## src/rtl/uart_lcd_controller_pkg.sv

```systemverilog
// Shared types and constants for the UART-to-LCD sequencing controller.
// Holds the FSM state encoding and the default baud-select command bytes.
// Imported by the controller top; no logic lives here.
package uart_lcd_controller_pkg;

  typedef enum logic [1:0] {
    IDLE   = 2'd0,
    DECODE = 2'd1,
    ACK    = 2'd2
  } state_e;

  localparam logic [7:0] CMD_BAUD_LO_DEF = 8'h11;
  localparam logic [7:0] CMD_BAUD_HI_DEF = 8'h12;

endpackage

```

## src/rtl/uart_lcd_controller_if.sv

```systemverilog
// Bundle of the receiver handshake, baud select, debouncer gate and LCD bus.
// master = controller side, slave = receiver / LCD writer / baud generator side.
// Pure wiring; no storage.
interface uart_lcd_controller_if;

  logic [7:0] uart_data;
  logic       rx_complete_flag;
  logic       rx_complete_del_flag;
  logic       baudselect;
  logic       debounce_en;
  logic       start;
  logic [7:0] lcd_data;

  modport master (
    input  uart_data,
    input  rx_complete_flag,
    output rx_complete_del_flag,
    output baudselect,
    output debounce_en,
    output start,
    output lcd_data
  );

  modport slave (
    output uart_data,
    output rx_complete_flag,
    input  rx_complete_del_flag,
    input  baudselect,
    input  debounce_en,
    input  start,
    input  lcd_data
  );

endinterface

```

## src/rtl/uart_lcd_controller.sv

```systemverilog
// Purpose: capture received bytes, route commands to baud select and data to the LCD.
// Latency: capture edge E0, start/ack/lcd_data/baudselect visible after E1, start drops after E2.
// Backpressure: the receiver is held off by its own pending flag; ACK waits for it to fall.
module uart_lcd_controller
  import uart_lcd_controller_pkg::*;
#(
  parameter logic [7:0] CMD_BAUD_LO = CMD_BAUD_LO_DEF,
  parameter logic [7:0] CMD_BAUD_HI = CMD_BAUD_HI_DEF
) (
  input  logic                   clk,
  input  logic                   reset_n,
  uart_lcd_controller_if.master  bus
);

  state_e     state_q, state_d;
  logic [7:0] rx_byte_q, rx_byte_d;
  logic [7:0] lcd_data_q, lcd_data_d;
  logic       start_q, start_d;
  logic       del_q, del_d;
  logic       baud_q, baud_d;
  logic       deb_q, deb_d;

  // Next-state and next-output computation for the IDLE/DECODE/ACK sequence.
  always_comb begin
    state_d    = state_q;
    rx_byte_d  = rx_byte_q;
    lcd_data_d = lcd_data_q;
    start_d    = start_q;
    del_d      = del_q;
    baud_d     = baud_q;
    deb_d      = deb_q;
    case (state_q)
      IDLE: begin
        deb_d = 1'b1;
        if (bus.rx_complete_flag) begin
          rx_byte_d = bus.uart_data;
          deb_d     = 1'b0;
          state_d   = DECODE;
        end
      end
      DECODE: begin
        // Command bytes never touch the LCD; anything else is a character.
        if (rx_byte_q == CMD_BAUD_LO) begin
          baud_d = 1'b0;
        end else if (rx_byte_q == CMD_BAUD_HI) begin
          baud_d = 1'b1;
        end else begin
          lcd_data_d = rx_byte_q;
          start_d    = 1'b1;
        end
        del_d   = 1'b1;
        state_d = ACK;
      end
      ACK: begin
        start_d = 1'b0;
        // No timeout: the acknowledge stays up until the receiver lets go.
        if (bus.rx_complete_flag) begin
          del_d = 1'b1;
        end else begin
          del_d   = 1'b0;
          deb_d   = 1'b1;
          state_d = IDLE;
        end
      end
      default: begin
        state_d = IDLE;
        start_d = 1'b0;
        del_d   = 1'b0;
        deb_d   = 1'b1;
      end
    endcase
  end

  // State and registered outputs; reset wins over everything.
  always_ff @(posedge clk) begin
    if (!reset_n) begin
      state_q    <= IDLE;
      rx_byte_q  <= 8'h00;
      lcd_data_q <= 8'h00;
      start_q    <= 1'b0;
      del_q      <= 1'b0;
      baud_q     <= 1'b0;
      deb_q      <= 1'b1;
    end else begin
      state_q    <= state_d;
      rx_byte_q  <= rx_byte_d;
      lcd_data_q <= lcd_data_d;
      start_q    <= start_d;
      del_q      <= del_d;
      baud_q     <= baud_d;
      deb_q      <= deb_d;
    end
  end

  assign bus.rx_complete_del_flag = del_q;
  assign bus.baudselect           = baud_q;
  assign bus.debounce_en          = deb_q;
  assign bus.start                = start_q;
  assign bus.lcd_data             = lcd_data_q;

endmodule

```

## src/flat_wrapper.sv

```systemverilog
// flat-port wrapper written by rule: the top's interface ports become plain ports
module uart_lcd_controller_flat import uart_lcd_controller_pkg::*;
#(
  parameter logic [7:0] CMD_BAUD_LO = CMD_BAUD_LO_DEF,
  parameter logic [7:0] CMD_BAUD_HI = CMD_BAUD_HI_DEF
)
  (clk, reset_n, bus_uart_data, bus_rx_complete_flag, bus_rx_complete_del_flag, bus_baudselect, bus_debounce_en, bus_start, bus_lcd_data);
  uart_lcd_controller_if bus_i ();
  input  logic clk;
  input  logic reset_n;
  input wire logic [$bits(bus_i.uart_data)-1:0] bus_uart_data;
  input wire logic [$bits(bus_i.rx_complete_flag)-1:0] bus_rx_complete_flag;
  output wire logic [$bits(bus_i.rx_complete_del_flag)-1:0] bus_rx_complete_del_flag;
  output wire logic [$bits(bus_i.baudselect)-1:0] bus_baudselect;
  output wire logic [$bits(bus_i.debounce_en)-1:0] bus_debounce_en;
  output wire logic [$bits(bus_i.start)-1:0] bus_start;
  output wire logic [$bits(bus_i.lcd_data)-1:0] bus_lcd_data;
  assign bus_i.uart_data = bus_uart_data;
  assign bus_i.rx_complete_flag = bus_rx_complete_flag;
  assign bus_rx_complete_del_flag = bus_i.rx_complete_del_flag;
  assign bus_baudselect = bus_i.baudselect;
  assign bus_debounce_en = bus_i.debounce_en;
  assign bus_start = bus_i.start;
  assign bus_lcd_data = bus_i.lcd_data;
  uart_lcd_controller #(.CMD_BAUD_LO(CMD_BAUD_LO), .CMD_BAUD_HI(CMD_BAUD_HI)) u_core (.clk(clk), .reset_n(reset_n), .bus(bus_i));
endmodule
```

## config.mk

```make
export PLATFORM = sky130hd
export DESIGN_NAME = uart_lcd_controller_flat
export DESIGN_NICKNAME = d
export VERILOG_FILES = /design/src/rtl/uart_lcd_controller_pkg.sv /design/src/rtl/uart_lcd_controller_if.sv /design/src/rtl/uart_lcd_controller.sv /design/src/flat_wrapper.sv
export SDC_FILE = /design/constraint.sdc
export NUM_CORES = 1
export LEC_CHECK = 0
export ABC_AREA = 1
export CAP_MARGIN = 20
export CORE_MARGIN = 1
export CORE_UTILIZATION = 47
export DETAILED_ROUTE_END_ITERATION = 8
export GPL_ROUTABILITY_DRIVEN = 0
export PLACE_DENSITY = 0.77
export SETUP_SLACK_MARGIN = 0.2
export SLEW_MARGIN = 20
export SYNTH_ARGS = -nofsm -noshare
export SYNTH_HDL_FRONTEND = slang
export SYNTH_SLANG_ARGS = --single-unit
```

## constraint.sdc

```tcl
create_clock -name clk -period 1.4 [get_ports clk]
set_input_delay 0.21 -clock clk [delete_from_list [all_inputs] [get_ports clk]]
set_output_delay 0.21 -clock clk [all_outputs]
set_load 0.005 [all_outputs]
```

==> results.md <==
* Syn nets at 133
* Hold EP: u_core.bus.baudselect$_SDFFE_PN0P_
* Die height at 46.6 um
* Hpwl dp at 1.45 mm
* RSZ-0062 raised after global routing: true
* Crit-path max cell delay at 0.39 ns
* # fillers at 139
* Final Cell Area at 1360 sq um
* Fin. Hold Viols at 0
* CTS Root Cell: clkbuf_4
* Share of layout cells above drive strength 1 at 40.8%
* CP cell instances: inv_4, ha_1, nand2_1, o21ai_4, o21ai_1, a21oi_1
* Avg WL per Cell at 12.7 um
* Overall routed net length at 2.19 mm
* Worst vdd ir at 876 uV
* Ys Warns at 0
* Initial Util at 51.8%
* Synthesized cell area at 933 sq um
* Final Util at 75.7%
* Buf/Inv on CP at 1
* Vias at 870
* Status: completed
* # IOs at 23
* CP delay by family, top: flip-flops
* CTS tree: done
* Initial antenna violation count at 0
* Num CTS Buffers at 3
* Drc violations at 0
* Crit path DAT at 1.36 ns
* First drt pass iteration count at 4
* Max frequency at 0.854 GHz
* RR Endpoint: u_core.state_q[0]$_SDFFE_PN0P_
* Pwr dens at 1500 nW/um^2
* Post-DRT Antenna Nets at 0
* Setup Skew at 0.00208 ns
* Slew @ Worst Pin at 0.278 ns
* Sequential share of the synthesized area at 47.2%
* # rows at 15
* Largest net degree at the start of global routing at 16
* Hold wc startpoint: u_core.bus.baudselect$_SDFFE_PN0P_
* Setup crit start kind: register
* Crit path max-delay cell type: dfxtp_4
* Longest Clk Path Bufs at 2
* Hold depth at 2
* Layout overhead on the synthesized area at 46.1%
* Min-Delay Path Class: register to register
* Final setup violation count at 0
* Distinct cells, synth at 19
* Final min period at 1.17 ns
* Crit Reg-Reg Startpoint: u_core.state_q[0]$_SDFFE_PN0P_
* Grt total ovfl at 0
* Iter 0 DRT Violations at 5
* Leakage at 0.581 nW
* Clock Sinks at 22
* DP Area at 1210 sq um
* Global-route wire length before repair at 3.13 mm
* Die W at 46.6 um
* Crit path required time at 1.58 ns
* CORE AREA at 1800 sq um
* Post-route setup TNS at 0 ns
* Htree depth at 1
* Max-Cap Viols at 0
* Period Utilization, post-route at 83.6%
* Syn Area/Cell at 7.91 sq um
* Seq cells post-synth at 22
* Hold Buf Count CTS at 0
* Syn Inst Count at 118
* Layout Nets at 164
* Vias in the first global route at 744
* Total GRT Usage at 20.9%
* Slew Limit Headroom at 81.4%
* Vias per inst at 5.06
* Port-buffer cells at 22
* Die area at 2170 sq um
* N_diodes at 0
* WS Path Type: register to register
* R2R setup slack at 0.23 ns
* Critical path endpoint category: register
* CTS clock-pin slew for the worst setup and hold paths at 0.11 ns
* Worst Path Max Fanout at 4
* Worst-Skew Late Latency at 0.29 ns
* Reg2reg path depth at 6
* Final slew viol count at 0
worst reg2reg max path, delay by kind of cell, from the launching register on:
| family | cells | cell delay, ns |
|---|---|---|
| compound gates | 3 | 0.29 |
| fa+ha+maj | 1 | 0.21 |
| buf+inv | 1 | 0.05 |
| flops | 1 | 0.39 |
| simple gates | 1 | 0.12 |
cell families after synthesis:
kind of cell,count (synthesis),share of synthesized area [%]
adders and majority gates,4,5.36
DFF,22,47.2
and+or+nand+nor,41,21.6
buffers and inverters,17,6.97
AOI/OAI and AO/OA,34,18.9
layer usage:
layer / vias to the layer above / global-route usage [%] / wire length (um)
li1: 440 / - / -
met1: 404 / 24.6 / 916
met2: 20 / 33.9 / 1140
met3: 6 / 4.31 / 71
met4: 0 / 12.9 / 60
met5: - / 0 / 0
synthesized netlist by cell type, drive strengths merged:
cell	instances	share of area (%)
nand2	31	15
dfxtp	22	47
a21oi	21	12
inv	14	5.6
o21ai	12	6.4
nor2	6	4.3
ha	4	5.4
nand3	4	2.7
buf	1	0.54
clkbuf	1	0.40
clkinv	1	0.40
o211ai	1	0.80
layout make-up:
class / instances / area [sq um] / area share (%)
Timing Repair Buffer: 27 / 243 / 17.8
Sequential cell: 22 / 468 / 34.3
Inverter: 15 / 63.8 / 4.68
Clock buffer: 3 / 22.5 / 1.65
Multi-Input combinational cell: 80 / 536 / 39.3
Tap cell: 25 / 31.3 / 2.29
repair_timing:
item                       4_1_cts  5_1_grt
pin swaps                        1       14
setup endpoints to repair       33       21
buffers inserted                 1        0
cloned                           1        0
resized for setup               27       42
state kept, by name (all words and copies together) (netlist names):
name,flops
u_core.rx_byte_q,8
u_core.bus.lcd_data,8
u_core.bus.debounce_en,1
u_core.bus.start,1
u_core.state_q,2
u_core.bus.rx_complete_del_flag,1
u_core.bus.baudselect,1
metrics by stage:
step	cells	hold WS [ns]	worst slack (ns)	total power, mW
after floorplan	118	0.348	0.242	1.26
after global placement	167	0.437	0.0792	1.50
after detailed placement	167	0.439	0.00283	1.53
after CTS	172	0.451	0.164	1.81
after global routing	172	0.477	0.152	2.19
final	172	0.449	0.229	2.04
cell usage in the layout (no fill, tap or decap):
cell / Yosys / routed
a21oi_2: 1 / 3
ha_4: 0 / 2
nand2_2: 5 / 6
clkdlybuf4s50_1: 0 / 10
inv_1: 14 / 5
o211ai_1: 1 / 1
nand2_1: 25 / 20
nor2_4: 2 / 5
clkinv_1: 1 / 1
o21ai_4: 0 / 1
ha_1: 4 / 2
dfxtp_2: 0 / 19
o21ai_0: 11 / 9
nor2_1: 3 / 2
dfxtp_1: 22 / 2
buf_4: 0 / 5
nand3_1: 3 / 3
nand3_4: 0 / 1
inv_4: 0 / 3
o21ai_1: 1 / 2
dlygate4sd2_1: 0 / 12
nand2_4: 1 / 5
a21oi_1: 20 / 18
inv_2: 0 / 6
clkbuf_4: 0 / 3
dfxtp_4: 0 / 1
worst max path at each step:
stage                                           startpoint                                  end  cells past startpoint
after CTS                   u_core.state_q[0]$_SDFFE_PN0P_  u_core.bus.debounce_en$_SDFFE_PN1P_                      5
after global routing      u_core.rx_byte_q[1]$_SDFFE_PN0P_  u_core.bus.lcd_data[7]$_SDFFE_PN0P_                      8
after detailed placement              bus_rx_complete_flag     u_core.rx_byte_q[1]$_SDFFE_PN0P_                      4
after floorplan             u_core.state_q[1]$_SDFFE_PN0P_        u_core.bus.start$_SDFFE_PN0P_                      6
after global placement                bus_rx_complete_flag     u_core.rx_byte_q[0]$_SDFFE_PN0P_                      4
final                       u_core.state_q[0]$_SDFFE_PN0P_       u_core.state_q[0]$_SDFFE_PN0P_                      6
where the power goes:
part	switching (mW)	internal, mW	leakage [nW]
clock	0.171	0.0998	0.0138
combinational	0.512	0.384	0.379
sequential	0.0926	0.779	0.188
(Power assumes the default switching activity.)
